`src/rtl/hand_score_tracker.sv`:
```
// Running blackjack hand totals for player 1, player 2 and dealer, packed for the LCD
// numbers bus, with bust/blackjack flags and dealer hole-card masking.
module hand_score_tracker #(
    parameter int unsigned SAT_LIMIT = 31,
    parameter int unsigned MAX_CARDS = 7
) (
    input  logic        CLOCK_50,
    input  logic        reset,
    input  logic        card_valid,
    output logic        card_ready,
    input  logic [3:0]  card_rank,
    input  logic [1:0]  card_dest,
    input  logic        clear_hands,
    input  logic        hide_hole,
    output logic [29:0] numbers,
    output logic [2:0]  bust,
    output logic [2:0]  blackjack,
    output logic        card_error
);

    localparam int unsigned SW    = 5;
    localparam int unsigned CW    = 3;
    localparam int unsigned HANDS = 3;

    typedef enum logic [1:0] {IDLE, ADD, CLR} state_t;

    state_t                    state_q, state_d;
    logic [3:0]                rank_q, rank_d;
    logic [1:0]                dest_q, dest_d;
    logic                      err_q, err_d;
    logic [HANDS-1:0][SW-1:0]  sum_q, sum_d;
    logic [HANDS-1:0]          ace_q, ace_d;
    logic [HANDS-1:0][CW-1:0]  cnt_q, cnt_d;
    logic [SW-1:0]             up_q, up_d;
    logic                      upace_q, upace_d;
    logic [29:0]               numbers_d;
    logic [2:0]                bust_d, blackjack_d;

    logic                      hs;
    logic                      full_in;
    logic                      discard_in;
    logic [3:0]                val;
    logic [SW:0]               ext;

    function automatic logic [SW-1:0] hand_max(input logic [SW-1:0] s, input logic a);
        return (a && s <= 5'd11) ? s + 5'd10 : s;
    endfunction

    assign card_ready = (state_q == IDLE) && !clear_hands && !reset;
    assign hs         = card_valid && card_ready;
    assign val        = (rank_q == 4'd1) ? 4'd1 : ((rank_q > 4'd10) ? 4'd10 : rank_q);

    // A full target hand is only meaningful for the three legal destinations
    always_comb begin
        full_in = 1'b0;
        for (int i = 0; i < HANDS; i++) begin
            if (card_dest == 2'(i) && cnt_q[i] == CW'(MAX_CARDS)) full_in = 1'b1;
        end
    end

    assign discard_in = (card_rank == 4'd0) || (card_rank > 4'd13) ||
                        (card_dest == 2'd3) || full_in;

    // Next-state and hand bookkeeping
    always_comb begin
        state_d = state_q;
        rank_d  = rank_q;
        dest_d  = dest_q;
        err_d   = 1'b0;
        sum_d   = sum_q;
        ace_d   = ace_q;
        cnt_d   = cnt_q;
        up_d    = up_q;
        upace_d = upace_q;
        ext     = '0;
        unique case (state_q)
            IDLE: begin
                if (clear_hands) begin
                    state_d = CLR;
                end else if (hs) begin
                    rank_d  = card_rank;
                    dest_d  = card_dest;
                    err_d   = discard_in;
                    state_d = ADD;
                end
            end
            ADD: begin
                state_d = IDLE;
                for (int i = 0; i < HANDS; i++) begin
                    if (!err_q && dest_q == 2'(i)) begin
                        ext      = {1'b0, sum_q[i]} + (SW+1)'(val);
                        sum_d[i] = (ext > (SW+1)'(SAT_LIMIT)) ? SW'(SAT_LIMIT) : ext[SW-1:0];
                        cnt_d[i] = cnt_q[i] + CW'(1);
                        if (rank_q == 4'd1) ace_d[i] = 1'b1;
                        if (i == 2 && cnt_q[i] == '0) begin
                            up_d    = SW'(val);
                            upace_d = (rank_q == 4'd1);
                        end
                    end
                end
            end
            CLR: begin
                state_d = IDLE;
                sum_d   = '0;
                ace_d   = '0;
                cnt_d   = '0;
                up_d    = '0;
                upace_d = 1'b0;
            end
            default: state_d = IDLE;
        endcase
    end

    // Display fields follow the next-state totals so they appear right after ADD
    always_comb begin
        numbers_d   = '0;
        bust_d      = '0;
        blackjack_d = '0;
        for (int i = 0; i < HANDS; i++) begin
            if (i == 2 && hide_hole) begin
                numbers_d[i*10 +: 5]     = hand_max(up_d, upace_d);
                numbers_d[i*10 + 5 +: 5] = up_d;
            end else begin
                numbers_d[i*10 +: 5]     = hand_max(sum_d[i], ace_d[i]);
                numbers_d[i*10 + 5 +: 5] = sum_d[i];
            end
            bust_d[i]      = sum_d[i] > 5'd21;
            blackjack_d[i] = (cnt_d[i] == CW'(2)) && (hand_max(sum_d[i], ace_d[i]) == 5'd21);
        end
    end

    always_ff @(posedge CLOCK_50 or posedge reset) begin
        if (reset) begin
            state_q    <= IDLE;
            rank_q     <= '0;
            dest_q     <= '0;
            err_q      <= 1'b0;
            sum_q      <= '0;
            ace_q      <= '0;
            cnt_q      <= '0;
            up_q       <= '0;
            upace_q    <= 1'b0;
            numbers    <= '0;
            bust       <= '0;
            blackjack  <= '0;
        end else begin
            state_q    <= state_d;
            rank_q     <= rank_d;
            dest_q     <= dest_d;
            err_q      <= err_d;
            sum_q      <= sum_d;
            ace_q      <= ace_d;
            cnt_q      <= cnt_d;
            up_q       <= up_d;
            upace_q    <= upace_d;
            numbers    <= numbers_d;
            bust       <= bust_d;
            blackjack  <= blackjack_d;
        end
    end

    assign card_error = err_q;

endmodule

```
`config.mk`:
```
export PLATFORM = sky130hd
export DESIGN_NAME = hand_score_tracker
export DESIGN_NICKNAME = d
export VERILOG_FILES = /design/src/rtl/hand_score_tracker.sv
export SDC_FILE = /design/constraint.sdc
export NUM_CORES = 1
export LEC_CHECK = 0
export BUFFER_PORTS_ARGS = -buffer_cell sky130_fd_sc_hd__buf_2
export CAP_MARGIN = 10
export CORE_MARGIN = 1
export CORE_UTILIZATION = 42
export CTS_BUF_LIST = sky130_fd_sc_hd__clkbuf_8
export DETAILED_ROUTE_END_ITERATION = 16
export GPL_TIMING_DRIVEN = 0
export PLACE_DENSITY = 0.6
export SKIP_CTS_REPAIR_TIMING = 1
export SLEW_MARGIN = 10
export SYNTH_ARGS = -nofsm -noshare
export SYNTH_HDL_FRONTEND = slang
export SYNTH_SLANG_ARGS = --single-unit
```
`constraint.sdc`:
```
create_clock -name CLOCK_50 -period 3.9 [get_ports CLOCK_50]
set_input_delay 0.195 -clock CLOCK_50 [delete_from_list [all_inputs] [get_ports CLOCK_50]]
set_output_delay 0.195 -clock CLOCK_50 [all_outputs]
set_load 0.01 [all_outputs]
```
Word level (Yosys, flattened, before mapping)
Cells that the tools add are included.
- flip-flop bits (word level): 78
- input bits: 11
- output and inout bits: 38
- logic and storage cells: 125
- add/sub/neg operators: 10
- order comparisons: 12
- equality and inequality tests: 18
- mux-type cells: 40
- bitwise logic cells: 1
- reductions and logical operators: 28
- operators with widths (cell ; count):
    $mux 5 ; 12
    $pmux 15 s2 ; 1
    $add 5x4->5 const B ; 4
    $le 5x4->1 const B ; 4
    $add 5x4->6 ; 3
    $gt 6x5->1 const B ; 3
    $pmux 9 s2 ; 1
    $logic_and 1x1->1 ; 16
    $eq 5x5->1 const B ; 3
    $gt 5x5->1 const B ; 3
    $mux 1 ; 14
    $mux 10 ; 1
    $pmux 5 s2 ; 1
    $add 3x1->3 const B ; 3
    $eq 3x2->1 const B ; 3
    $eq 3x3->1 const B ; 3
    $mux 3 ; 3
    $eq 2x2->1 const B ; 4
    $gt 4x4->1 const B ; 2
    $mux 4 ; 2
    $eq 2x1->1 const B ; 3
    $logic_not 2->1 ; 3
    $mux 2 ; 3
    $pmux 3 s2 ; 1
    other kinds (9) ; 13

Depth between registers and ports, before layout
Gate-level depths: netlist of the first run.
- depth in word-level cells: 13
- gate-level depth with buffers: 17
- mapped depth without buffers: 16

Worst setup path before layout of the first run
No wires, ideal clock.
- path kind: register to register
- from: register rank_q[2]
- to: register blackjack[2]
- setup time: 0.105 ns
- arrival: 3.366 ns
- data required time: 3.795 ns
- slack: 0.428 ns
- stages on the path, launching flop included: 16
- buffers on the path: 1
- period minus slack after synthesis: 3.472 ns
- cell sequence: dfrtp_1 -> clkbuf_1 -> o21ai_0 -> nand2_1 -> inv_1 -> ha_1 -> ha_1 -> or4b_4 -> o22ai_4 -> inv_1 -> ha_1 -> nor3_1 -> o21ai_0 -> nor4b_1 -> o21ai_1 -> nor4b_1
- RTL lines (what ; line ; RTL):
    start, declared ; 28 ; logic [3:0] rank_q, rank_d;
    start signal, assigned ; 148 ; rank_q <= rank_d;
    end signal, assigned ; 158 ; blackjack <= blackjack_d;
    end, declared ; 17 ; output logic [2:0] blackjack,

==> results of run 1 <==
==> power by group through the flow <==
stage	sequential, mW	clock (mW)	combinational [mW]
3_5_place_dp	0.838	0	1.19
5_1_grt	0.866	0.836	1.33
6_report	0.852	0.789	1.21
2_1_floorplan	0.837	0	0.847
4_1_cts	0.825	0.808	1.20
3_3_place_gp	0.834	0	1.16
==> cell type report <==
| cell class | count | area share, % |
|---|---|---|
| Multi-Input combinational cell | 336 | 47.9 |
| Sequential cell | 65 | 31.7 |
| Timing Repair Buffer | 51 | 5.60 |
| Buffer | 37 | 4.11 |
| Tap cell | 133 | 3.24 |
| Clock buffer | 11 | 2.95 |
| Clock inverter | 5 | 2.43 |
| Inverter | 28 | 2.09 |
==> state kept, by name, summed over array words and instances, names as in the netlist <==
signal	count
bust	3
rank_q	4
card_error	1
state_q	2
ace_q	3
sum_q	13
cnt_q	9
numbers	19
up_q	5
dest_q	2
upace_q	1
blackjack	3
==> worst max-delay path by stage <==
stage / startpoint / endpoint / slack, ns
2_1_floorplan: rank_q[2]$_DFFE_PP0P_ / blackjack[2]$_DFF_PP0_ / 0.43
3_3_place_gp: rank_q[2]$_DFFE_PP0P_ / blackjack[2]$_DFF_PP0_ / -0.24
3_5_place_dp: rank_q[2]$_DFFE_PP0P_ / blackjack[2]$_DFF_PP0_ / -0.24
4_1_cts: rank_q[2]$_DFFE_PP0P_ / blackjack[2]$_DFF_PP0_ / -0.32
5_1_grt: rank_q[3]$_DFFE_PP0P_ / blackjack[2]$_DFF_PP0_ / 0.002
6_report: rank_q[3]$_DFFE_PP0P_ / blackjack[2]$_DFF_PP0_ / 0.24
==> cell families after synthesis <==
kind of cell             synth area share [%]
multiplexers                             2.39
flip-flops                               37.4
AO/OA/AOI/OAI                            23.3
AND/OR/NAND/NOR                          18.1
buffers and inverters                    7.36
adder cells (fa/ha/maj)                  9.21
XOR/XNOR                                 2.22
==> critical path, stage by stage (launching register included) <==
cell      delay [ns]
dfrtp_1         0.36
clkbuf_4        0.21
o21ai_0         0.10
nand2_1         0.15
inv_1           0.13
ha_2            0.23
ha_1            0.31
or4b_4          0.55
o22ai_4         0.19
inv_2           0.11
ha_1            0.23
nor3_2          0.19
o21ai_0         0.13
nor4b_2         0.28
o21ai_1         0.11
nor4b_2         0.28
==> metal layers <==
metal | wire [µm] | part of all wire, % | vias to the layer above | track usage, %
met3 | 471 | 4.2 | 34 | 3.52
met4 | 442 | 4.0 | 0 | 13.6
met5 | 0 | 0 | - | 0
met2 | 5190 | 46 | 103 | 34.9
li1 | - | - | 1835 | -
met1 | 5060 | 45 | 1820 | 27.3
==> through the flow <==
stage | util [%] | hold slack (ns) | instance area [µm²] | power, mW | TNS (ns)
2_1_floorplan | - | 0.300 | 4350 | 1.68 | 0
3_3_place_gp | 47.9 | 0.418 | 4750 | 1.99 | -0.239
3_5_place_dp | 48.3 | 0.175 | 4790 | 2.03 | -0.292
4_1_cts | 51.1 | -0.208 | 5060 | 2.83 | -0.443
5_1_grt | 51.9 | 0.0641 | 5140 | 3.04 | 0
6_report | 51.9 | 0.0564 | 5140 | 2.85 | 0
==> Yosys cell counts, drive strengths merged (2+ instances only) <==
cell and n:
a21o 3, o41ai 3, o221a 2, nor4b 5, a31o 2, a2bb2oi 3, or4b 3, and3 7
a311o 3, and2 4, clkbuf 16, nor3b 4, nand2b 4, dfrtp 65, nor4 2, inv 28
nand2 47, ha 32, nand3 9, xnor2 10, nand3b 3, o211a 3, and4bb 2, a2111oi 7
mux2 3, nand4 5, or2 5, nor2b 4, nor3 3, o22ai 7, o21ai 25, a211oi 6
o31ai 3, a221oi 4, a22oi 6, a31oi 7, a21oi 22, o2bb2ai 5, nor2 29, mux2i 7
o211ai 5, a22o 2, o21a 10, or3b 2, buf 23
==> out/metrics.yaml, run 1 <==
yosysSeqAreaShare_pct: 37.4
skew_ns: 0.00601
die-height_um: 104
area_growth_pct: 18.2
dp.cells: 649
power.switching_mw: 1.11
netlist.area_leader.share_pct: 37.4
avgSynthCellArea_um2: 9.29
ios: 49
gp_congestion: 0.895
final-hold-violation-count: 0
cts_sinks: 65
ant_nets: 0
timing.rr.start: "rank_q[3]$_DFFE_PP0P_"
reg2reg_to: "blackjack[2]$_DFF_PP0_"
track_usage_pct: 21.7
synth_cell_types: 80
worstMarginPinSlew_ns: 0.846
routedWlPerCell_um: 16.8
crit_required_ns: 4.16
synth_edf_count: 0
dieArea_mm2: 0.0108
syn_inst: 468
async_reset_ff_share_pct: 100
die_w_um: 104
cts-root-buf: "clkbuf_8"
whs_path_depth: 3
num_vias: 3792
fin_nets: 571
dr.pass1.iters: 5
reg2reg_depth: 15
period_needed_ns: 3.66
period_share_pct: 93.9
p_leak_nw: 2.50
ir_drop_mv: 0.217
wirelength_mm: 11.2
whs_endpoint: "rank_q[0]$_DFFE_PP0P_"
rsz0062_at_grt: "no"
path_max_fanout: 10
drc: 0
yosysTopAreaCell: "dfrtp_1"
post-place-ws_ns: -0.237
power.density_mw_per_mm2: 555
antenna_cells: 0
layout_commonest_cell: "dfrtp_1"
worstHoldPathType: "in2reg"
synth_area_leaders: "dfrtp_1 (37%), ha_1 (9.2%), nand2_1 (4.1%), o21ai_0 (2.5%), nor2_1 (2.5%)"
fmax_ghz: 0.273
final_cell_mix: "dfrtp_1 (63), buf_2 (53), nand2_1 (47), ha_1 (31), nor2_1 (29)"
antenna_found_initial: 0
cts_buffer_depth: 2
combPwrFrac_pct: 42.5
seqPwrFrac_pct: 29.9
rows: 36
clkPwrFrac_pct: 27.6
max_cap_violations: 0
relSlewSlack_pct: 43.5
start_util_pct: 43.9
fill_cells: 945
synth_nets: 511
netSwitchingFraction_pct: 38.7
seq_area_mm2: 0.00163
routed_via_density: 5.69
hpwl_mm: 8.15
cts.htree.levels: 3
grt_pass1_vias: 3731
io_buffers: 47
numCtsBuffers: 9
synth-seq-cells: 65
worst_slack_ns: 0.238
cp-end-kind: "register"
stdcell_count: 666
arrival_ns: 3.92
core_area_mm2: 0.00991
yosysWarnings: 0
grt_max_degree: 48
rrSetupSlack_ns: 0.24
maxSlewViolCount: 0
multi_input_area_mm2: 0.00246
drt-initial-drc-count: 169
grt_pass1_wl_mm: 18.5
clk_pin_slew_ns: 0.07
grt_overflow: 0
synth-main-ff-cell: "dfrtp_1"
internal_power_mw: 1.75
synthesis.area_mm2: 0.00435
crit_type: "reg2reg"
clock_latency_ns: 0.35
drive_above_1_share_pct: 23.5
critPathLaunchType: "register"
cts_tree: "done"
setup_viol: 0
status: "finished clean"
min_from: "card_rank[0]"
Power figures use the tool's default switching activity.
==> run 2: changes to the inputs <==
--- a/config.mk
+++ b/config.mk
@@ -7,12 +7,13 @@
 export LEC_CHECK = 0
 export BUFFER_PORTS_ARGS = -buffer_cell sky130_fd_sc_hd__buf_2
 export CAP_MARGIN = 10
+export CORE_ASPECT_RATIO = 2
 export CORE_MARGIN = 1
 export CORE_UTILIZATION = 42
 export CTS_BUF_LIST = sky130_fd_sc_hd__clkbuf_8
 export DETAILED_ROUTE_END_ITERATION = 16
 export GPL_TIMING_DRIVEN = 0
-export PLACE_DENSITY = 0.6
+export PLACE_DENSITY = 0.72
 export SKIP_CTS_REPAIR_TIMING = 1
 export SLEW_MARGIN = 10
 export SYNTH_ARGS = -nofsm -noshare
==> out/metrics.yaml, run 2 (same netlist as run 1, synthesis figures left out) <==
cts-root-buf: "clkbuf_8"
ios: 49  # unchanged
grt_pass1_wl_mm: 18.8  # +1.6%
area_growth_pct: 15.9
worstMarginPinSlew_ns: 0.889  # +0.0430 ns
final_cell_mix: "dfrtp_1 (63), buf_2 (53), nand2_1 (47), ha_1 (32), nor2_1 (29)"
routedWlPerCell_um: 17.4  # +3.6%
fin_nets: 571  # unchanged
fin_setup_tns_ns: 0  # unchanged
dp.cells: 650  # +0.15%
stdcell_count: 668  # +0.30%
worstHoldPathType: "in2async"
drt-initial-drc-count: 261  # +54%
io_buffers: 47  # unchanged
drive_above_1_share_pct: 23.6  # +0.19 points
antenna_cells: 0  # unchanged
hpwl_mm: 8.71  # +6.8%
grt_pass1_vias: 3994  # +7.0%
core_area_mm2: 0.0101  # +1.8%
finalPower_mw: 2.67  # -6.6%
grt_max_degree: 66  # +38%
cp_slowest_stage_delay_ns: 0.51  # -0.04 ns
period_share_pct: 94.4  # +0.47 points
p_leak_nw: 2.46  # -1.6%
crit_required_ns: 4.17  # about the same
biggestRegsByFlops: "numbers: 19 flops, sum_q: 13 flops, cnt_q: 9 flops"
critPathSlowestCell: "or4b_4"
cts_buffer_depth: 2  # unchanged
largest_register: "numbers"
largest_reg_flops: 19  # unchanged
setup_viol: 0  # unchanged
path_buf_inv: 3  # unchanged
dr.pass1.iters: 5  # unchanged
skew_ns: 0.00997  # +0.00397 ns
track_usage_pct: 23.0  # +1.3 points
status: "finished clean"
cp-end-kind: "register"
die_w_um: 74.0  # -29%
period_needed_ns: 3.68  # +0.0184 ns
routed_via_density: 5.77  # +1.4%
whs_ns: 0.00489  # -0.0515 ns
drc: 0  # unchanged
clk_pin_slew_ns: 0.08  # about the same
dieArea_mm2: 0.0108  # +0.23%
cts_sinks: 65  # unchanged
num_vias: 3856  # +1.7%
cts.htree.levels: 3  # unchanged
max_cap_violations: 0  # unchanged
start_util_pct: 43.1  # -0.76 points
worstPathCellList: "buf_4 > clkbuf_1 > ha_1 > a21oi_1 > or4b_4 > o22ai_4 > inv_2 > ha_1 > nor3_1 > o21ai_1 > nor4b_2 > o21ai_1 > nor4b_2"
cp_top_family: "simple AND/OR/NAND/NOR gates"
cts_tree: "done"
numCtsBuffers: 9  # unchanged
grt_overflow: 0  # unchanged
crit_type: "reg2reg"
arrival_ns: 3.95  # +0.03 ns
power.density_mw_per_mm2: 529  # -4.8%
final-hold-violation-count: 0  # unchanged
antenna_found_initial: 0  # unchanged
maxSlewViolCount: 0  # unchanged
path_max_fanout: 10  # unchanged
rsz0062_at_grt: "no"
gp_congestion: 0.892  # -0.31%
clock_latency_ns: 0.36  # about the same
ant_nets: 0  # unchanged
rows: 52  # +44%
layout_commonest_cell: "dfrtp_1"
fmax_ghz: 0.272  # -0.50%
critPathLaunchType: "register"
ir_drop_mv: 0.244  # +12%
wirelength_mm: 11.6  # +3.9%
worst_slack_ns: 0.220  # -0.0184 ns
die-height_um: 146  # +41%
relSlewSlack_pct: 40.4  # -3.1 points
post-place-ws_ns: -0.363  # -0.127 ns
[run 2: cell count changes in the layout (fill, tap and decap cells not counted), sizes merged]
cell / before / now
dlygate4sd3: 1 / 0
bufinv: 4 / 1
clkbuf: 26 / 24
buf: 72 / 74
inv: 28 / 29
clkinvlp: 0 / 3
[run 2: layer usage]
layer / vias up / global-route usage (%) / wire [µm]
met2: 106 / 40.6 / 6310
li1: 1821 / - / -
met3: 42 / 5.06 / 407
met4: 0 / 15.0 / 604
met1: 1887 / 23.1 / 4280
met5: - / 0 / 0
[run 2: metrics by stage]
stage	instance area [µm²]	utilization [%]
after global placement	4750	47.1
after detailed placement	4760	47.2
final	5040	50.0
after CTS	4970	49.2
after global routing	5040	50.0
after floorplan	4350	-
[run 2: report_power, final]
group | internal (mW) | switching (mW) | total (mW)
Clock | 0.313 | 0.280 | 0.594
Sequential | 0.771 | 0.0859 | 0.857
Combinational | 0.447 | 0.768 | 1.21
Total | 1.53 | 1.13 | 2.67
[run 2: final timing paths]
path                                        from                endpoint  slack (ns)  cells past startpoint
setup / recovery           rank_q[3]$_DFFE_PP0P_  blackjack[2]$_DFF_PP0_        0.22                     13
hold / removal                             reset   numbers[29]$_DFF_PP0_       0.005                      2
setup reg to reg           rank_q[3]$_DFFE_PP0P_  blackjack[2]$_DFF_PP0_        0.22                     13
hold reg to reg            rank_q[0]$_DFFE_PP0P_   rank_q[0]$_DFFE_PP0P_        0.53                      2
max in group asynchronous                  reset   rank_q[1]$_DFFE_PP0P_        3.32                      2
min in group CLOCK_50               card_rank[0]   rank_q[0]$_DFFE_PP0P_        0.05                      3
[run 2: cell type report]
class	count	area [µm²]
tap	135	169
clock buffer	10	138
fill	976	5040
clock inverter	6	66.3
buffer	36	209
timing repair buffer	52	273
inverter	28	108
sequential	65	1630
multi-input combinational	336	2450
